File: src/rtl/adc_burst_writer.sv
// adc_burst_writer: write side of the ADC capture path.
// Registers the ADC bus every clk_a cycle and, once armed and triggered, pushes
// a decimated burst into the async FIFO write port. A full FIFO drops the
// sample and bumps a saturating drop counter instead of stalling.
module adc_burst_writer #(
  parameter int unsigned DATA_WIDTH = 14,
  parameter int unsigned DECIM_W    = 8,
  parameter int unsigned LEN_W      = 16,
  parameter int unsigned OVF_W      = 16
) (
  input  logic                  clk_a,
  input  logic                  rst,
  input  logic [DATA_WIDTH-1:0] adc_data,
  input  logic                  arm,
  input  logic                  trig,
  input  logic                  stop,
  input  logic [DECIM_W-1:0]    decim,
  input  logic [LEN_W-1:0]      burst_len,
  input  logic                  fifo_full,
  output logic                  wr_en,
  output logic [DATA_WIDTH-1:0] wr_data,
  output logic                  busy,
  output logic                  done,
  output logic [OVF_W-1:0]      ovf_cnt
);

  typedef enum logic [1:0] {
    S_IDLE,
    S_ARMED,
    S_CAPTURE,
    S_DONE
  } state_t;

  state_t                  state;
  state_t                  state_nx;

  logic [DATA_WIDTH-1:0]   adc_q;
  logic                    trig_d;
  logic                    trig_edge;

  logic [DECIM_W-1:0]      decim_r;
  logic [LEN_W-1:0]        len_r;
  logic [DECIM_W-1:0]      dcnt;
  logic [DECIM_W-1:0]      dcnt_nx;
  logic [LEN_W-1:0]        sel_cnt;
  logic [LEN_W-1:0]        sel_cnt_nx;

  logic                    latch_cfg;
  logic                    do_write;
  logic                    do_drop;

  // Rising edge of the trigger level, relative to last cycle's sample.
  assign trig_edge = trig & ~trig_d;

  assign busy = (state == S_ARMED) || (state == S_CAPTURE);
  assign done = (state == S_DONE);

  // Input pipeline: ADC sample and trigger history, always running.
  always_ff @(posedge clk_a) begin
    if (rst) begin
      adc_q  <= '0;
      trig_d <= 1'b0;
    end else begin
      adc_q  <= adc_data;
      trig_d <= trig;
    end
  end

  // Next-state, decimation and selection decode.
  always_comb begin
    state_nx   = state;
    dcnt_nx    = dcnt;
    sel_cnt_nx = sel_cnt;
    latch_cfg  = 1'b0;
    do_write   = 1'b0;
    do_drop    = 1'b0;
    case (state)
      S_IDLE, S_DONE: begin
        if (arm) begin
          state_nx  = S_ARMED;
          latch_cfg = 1'b1;
        end
      end
      S_ARMED: begin
        // arm is ignored here; only an edge seen while already armed counts.
        if (trig_edge) begin
          state_nx = S_CAPTURE;
          dcnt_nx  = '0;
        end
      end
      S_CAPTURE: begin
        if (stop) begin
          // stop pre-empts any selection in the same cycle.
          state_nx = S_DONE;
        end else if (dcnt == '0) begin
          dcnt_nx    = decim_r;
          sel_cnt_nx = sel_cnt + LEN_W'(1);
          do_write   = ~fifo_full;
          do_drop    = fifo_full;
          if ((len_r != '0) && (sel_cnt_nx == len_r)) begin
            state_nx = S_DONE;
          end
        end else begin
          dcnt_nx = dcnt - DECIM_W'(1);
        end
      end
      default: state_nx = S_IDLE;
    endcase
  end

  // State register.
  always_ff @(posedge clk_a) begin
    if (rst) begin
      state <= S_IDLE;
    end else begin
      state <= state_nx;
    end
  end

  // Burst configuration, captured on arm.
  always_ff @(posedge clk_a) begin
    if (rst) begin
      decim_r <= '0;
      len_r   <= '0;
    end else if (latch_cfg) begin
      decim_r <= decim;
      len_r   <= burst_len;
    end
  end

  // Decimation and selection counters.
  always_ff @(posedge clk_a) begin
    if (rst) begin
      dcnt    <= '0;
      sel_cnt <= '0;
    end else begin
      dcnt <= dcnt_nx;
      if (latch_cfg) begin
        sel_cnt <= '0;
      end else begin
        sel_cnt <= sel_cnt_nx;
      end
    end
  end

  // Saturating count of samples dropped on a full FIFO.
  always_ff @(posedge clk_a) begin
    if (rst) begin
      ovf_cnt <= '0;
    end else if (latch_cfg) begin
      ovf_cnt <= '0;
    end else if (do_drop && (ovf_cnt != '1)) begin
      ovf_cnt <= ovf_cnt + OVF_W'(1);
    end
  end

  // FIFO write port: one-cycle strobe per written sample, data held otherwise.
  always_ff @(posedge clk_a) begin
    if (rst) begin
      wr_en   <= 1'b0;
      wr_data <= '0;
    end else begin
      wr_en <= do_write;
      if (do_write) begin
        wr_data <= adc_q;
      end
    end
  end

endmodule

File: config.mk
export PLATFORM = sky130hd
export DESIGN_NAME = adc_burst_writer
export DESIGN_NICKNAME = d
export VERILOG_FILES = /design/src/rtl/adc_burst_writer.sv
export SDC_FILE = /design/constraint.sdc
export NUM_CORES = 1
export LEC_CHECK = 0
export CORE_ASPECT_RATIO = 0.8
export CORE_UTILIZATION = 31
export CTS_CLUSTER_DIAMETER = 60
export DETAILED_ROUTE_END_ITERATION = 12
export GPL_ROUTABILITY_DRIVEN = 0
export HOLD_SLACK_MARGIN = 0.15
export SLEW_MARGIN = 0
export SYNTH_ARGS = -nofsm -noshare
export SYNTH_HDL_FRONTEND = slang
export SYNTH_SLANG_ARGS = --single-unit
File: constraint.sdc
create_clock -name clk_a -period 3.6 [get_ports clk_a]
set_input_delay 0.72 -clock clk_a [delete_from_list [all_inputs] [get_ports clk_a]]
set_output_delay 0.72 -clock clk_a [all_outputs]
set_load 0.02 [all_outputs]
-- Word-level counts from Yosys, hierarchy flattened
Index checks and enable logic that the tools add are counted.
- register bits after elaboration: 96
- output and inout port bits: 33
- input bits: 44
- reduce and logical (&&, ||, !) cells: 12
- bitwise gates (word level): 4
- mux-type cells: 18
- equal/unequal tests: 10
- add/subtract/negate cells: 3
- operator list (operator ; count):
    adder 16 x 1 -> 16 bit (second input constant) ; 2
    two-way mux 8 bit ; 3
    equality test 16 bit ; 1
    != test 16 bit (second input constant) ; 1
    case mux 8 bit (2 select lines) ; 1
    nonzero test 16 bit ; 1
    two-way mux 2 bit ; 5
    zero test 8 bit ; 1
    two-way mux 1 bit ; 8
    subtractor 8 x 1 -> 8 bit (second input constant) ; 1
    != test 2 bit (second input constant) ; 3
    != test 3 x 2 -> 1 bit (second input constant) ; 2
    case mux 2 bit (3 select lines) ; 1
    AND reduction 3 bit ; 2
    equality test 2 bit (second input constant) ; 2
    AND reduction 4 bit ; 1
    OR reduction 2 bit ; 2
    inverter 1 bit ; 3
    equality test 2 x 1 -> 1 bit (second input constant) ; 1
    logical AND 1 bit ; 2
    zero test 2 bit ; 1
    nonzero test 2 bit ; 1
    bitwise AND 1 bit ; 1
    logical OR 1 bit ; 1

-- Logic depth before layout (Yosys ltp)
- depth in word-level cells: 7
- mapped depth: 10
- depth with buffers taken out: 9

-- Worst setup path before layout
Ideal clock, no wire load.
- path type: register to register
- start: register state[0]
- end: register state[0]
- cell stages (with the launch flop): 10
- library setup time: 134 ps
- setup slack: 955 ps
- clock period less this slack: 2645 ps
- required time: 3466 ps
- arrival: 2511 ps
- cell sequence: dfxtp_1 > inv_1 > ha_1 > nor2b_1 > a2111oi_0 > o211ai_1 > or4_4 > a2111oi_4 > a21o_1 > a211oi_2
- word-level cells in the longest chain between the ends: 4
- elaborated cells between the ends (all ways): 11
- classes of those cells: 7 x eq/ne; 1 x mux; 3 x reduce/logical
- ends and longest elaborated chain (item ; RTL line ; source):
    start, declared ; 34 ; state_t state;
    start signal, assigned ; 116 ; state <= state_nx;
    equality test 2 bit / zero test 2 bit (equally long branches) ; 77 ; case (state)
    OR reduction 2 bit ; 77 ;
    != test 2 bit (no line) ; - ;
    AND reduction 4 bit (no line) ; - ;
Several ways; a longest one is shown, not always the timed one.
A chain may end at the register's enable or synchronous reset.

-- Worst setup path after layout
- start: input port trig
- end: register state[0]
- word-level cells in the longest chain between the ends: 3
- ends and longest elaborated chain (item ; RTL line ; source):
    start, declared ; 15 ; input logic trig,
    bitwise AND 1 bit ; 53 ; assign trig_edge = trig & ~trig_d;
    != test 2 bit (no line) ; - ;
    AND reduction 4 bit (no line) ; - ;
No other way between the ends.

==> impl_metrics.csv <==
group,metric,value,unit
synthesis,netlist_instances,547,
grt,grt_use_met1,0.213,
synthesis,yosysTopAreaCell,"dfxtp_1",
routing,wl_per_cell,13.9,um
routing,wl,11.1,mm
setup_path,required,3860,ps
timing,slew-limit-headroom,0.450,
timing,setup_slack,616,ps
cells_and_area,drive_gt1_frac,0.0570,
timing,rsz0062_at_grt,"no",
grt,antenna_found_initial,0,
floorplan,design.portCount,77,
synthesis,synthFlopType,"dfxtp_1",
grt,grt_max_degree,39,
routing,drc,0,
routing,drtPass1Iterations,5,
grt,grt_util_met3,0.0418,
power_and_ir_drop,power_density,519,nW/um^2
power_and_ir_drop,combPwrFrac,0.267,
placement,place_hpwl,7.92,mm
timing,fmax,335,MHz
routing,dr_total_vias,3927,
power_and_ir_drop,p_sw,0.984,mW
floorplan,die_area,14800,um^2
clocking,cts_resized,0,
floorplan,fp.dieW,136,um
placement,place_area,5360,um^2
timing,finalHoldViolations,0,
power_and_ir_drop,p_sw_frac,0.336,
setup_path,reg2reg_slack,690,ps
clocking,clkTransAtPathRegs,70,ps
placement,pre_cts_ws,260,ps
cells_and_area,fin_util,0.409,
timing,finalMaxSlewViolations,0,
timing,period_share,0.829,
timing,min_period,2980,ps
synthesis,syn_area_per_cell,8.14,um^2
timing,tns,0,ps
outcome,status,"finished, final reports clean",
setup_path,cp_max_fo,5,
synthesis,syn-num-nets,598,
power_and_ir_drop,vdd_drop_max,0.239,mV
clocking,cts_buffers,9,
synthesis,yosys.cell_count.top_type,"nand2_1",
synthesis,synth.cell_area,4450,um^2
cells_and_area,design_area,5640,um^2
power_and_ir_drop,clkPwrFrac,0.310,
routing,vias_per_cell,4.95,
synthesis,yosysTopAreaCellShare,0.432,
synthesis,synth-seq-area-share,0.432,
power_and_ir_drop,internal-power,1.95,mW
timing,clock_skew,10.2,ps
floorplan,start_util,0.323,
grt,grt_util_all_layers,0.159,
power_and_ir_drop,p_leak,1.88,nW
synthesis,synth.distinct_cells,53,
setup_path,startpoint_type,"input pin",
flow_run,max_cap_violations,0,
synthesis,yosysWarningCount,0,
grt,grt.met2_usage,0.240,
routing,drt_iter0_drc,283,
floorplan,dieHeight,109,um
timing,setup_viol,0,
grt,grt_pass1_wl,18.4,mm
power_and_ir_drop,p_total,2.93,mW
clocking,cts_hold_buf,0,
cells_and_area,nets,660,
clocking,cts_tree,"built",
synthesis,async_flop_share,0,
clocking,clkSinkCount,96,
timing,worst_pin_slew,824,ps
grt,busiest_layer,"met2",
synthesis,yosys-top-cells-count,"nand2_1, dfxtp_1, a21oi_1",
cells_and_area,fillers,1399,
floorplan,core_area,13800,um^2
synthesis,synth-edff-count,0,
placement,port_buffers,76,
cells_and_area,n_antenna_cell,0,
cells_and_area,register_area,1920,um^2
synthesis,yosys-top-cells-area,"dfxtp_1, nand2_1, a21oi_1",
routing,antenna_left,0,
clocking,clk_latency,350,ps
power_and_ir_drop,seqPwrFrac,0.423,
floorplan,rows,38,
clocking,h-tree-depth,3,
setup_path,cp-end-kind,"flip-flop",
setup_path,path_class,"in -> reg",
setup_path,arrival,3240,ps
synthesis,ys_ff_latch,96,
clocking,cts_setup_buffers,0,
clocking,cts_root_buffer,"clkbuf_16",
grt,grt_overflow_total,0,
grt,grt_pass1_vias,3776,
min_path,worstHoldPathType,"reg -> reg",
cells_and_area,syn2layout_area_growth,26.7,%
clocking,cts.path.max_buffers,2,
cells_and_area,multi_input_area,2350,um^2
[state kept, by name, indices dropped and copies added (netlist names)]
| register | flops |
|---|---|
| len_r | 16 |
| ovf_cnt | 16 |
| sel_cnt | 16 |
| adc_q | 14 |
| wr_data | 14 |
| dcnt | 8 |
| decim_r | 8 |
| state | 2 |
| trig_d | 1 |
| wr_en | 1 |
[through the flow]
stage          cells  hold WS (ps)
2_1_floorplan    547           417
3_3_place_gp     778           420
3_5_place_dp     778           429
4_1_cts          794           441
5_1_grt          794           452
6_report         794           439
[layout by cell type, fill, tap and decap left out, drive strengths merged, types with 15 or more instances in the layout]
cell,netlist,routed
a21oi,59,59
clkdlybuf4s50,0,75
dfxtp,96,96
inv,13,16
nand2,97,97
nand3,17,17
nor2,53,53
nor2b,18,18
o21ai,15,15
xnor2,27,27
xor2,18,18
[layer usage]
metal	vias to the layer above	share of wire
li1	1979	-
met5	-	0
met4	0	0.016
met2	115	0.44
met3	13	0.059
met1	1820	0.49
[area by class of cell]
type,count,share of cell area
clock buffer,10,0.0406
clock inverter,6,0.00909
inverter,13,0.00865
multi-input combinational,405,0.416
sequential,96,0.341
tap,180,0.0399
timing repair buffer,84,0.145
[worst paths after layout]
path	from	end	cells past startpoint
min reg2reg	adc_q[1]$_SDFF_PP0_	wr_data[1]$_SDFFE_PP0P_	2
min	adc_q[1]$_SDFF_PP0_	wr_data[1]$_SDFFE_PP0P_	2
max	trig	state[0]$_SDFFE_PP0P_	8
max reg2reg	state[0]$_SDFFE_PP0P_	state[0]$_SDFFE_PP0P_	9
[cells by family after synthesis]
logic type      count (synthesis)  synth area share
simple gates                  247             0.269
flops                          96             0.432
compound gates                102             0.141
xor+xnor                       45            0.0886
fa+ha+maj                       7            0.0197
mux                             4           0.00900
buf+inv                        46            0.0405
[worst max-delay path, stage by stage]
cell and delay, ps:
clkdlybuf4s50_1 480, nand2b_1 150, a2111oi_0 440, o211ai_1 160
or4_4 540, a2111oi_4 390, a211oi_1 140, a211oi_2 220
[power groups by stage]
| stage | logic, mW | registers [mW] | clock network, mW |
|---|---|---|---|
| global route | 0.882 | 1.25 | 0.977 |
| finish | 0.783 | 1.24 | 0.908 |
| CTS | 0.788 | 1.24 | 0.936 |
| detailed placement | 0.783 | 1.26 | 0 |
| global placement | 0.773 | 1.26 | 0 |
| floorplan | 0.553 | 1.24 | 0 |
No activity file was read; power rests on OpenSTA's default activity.
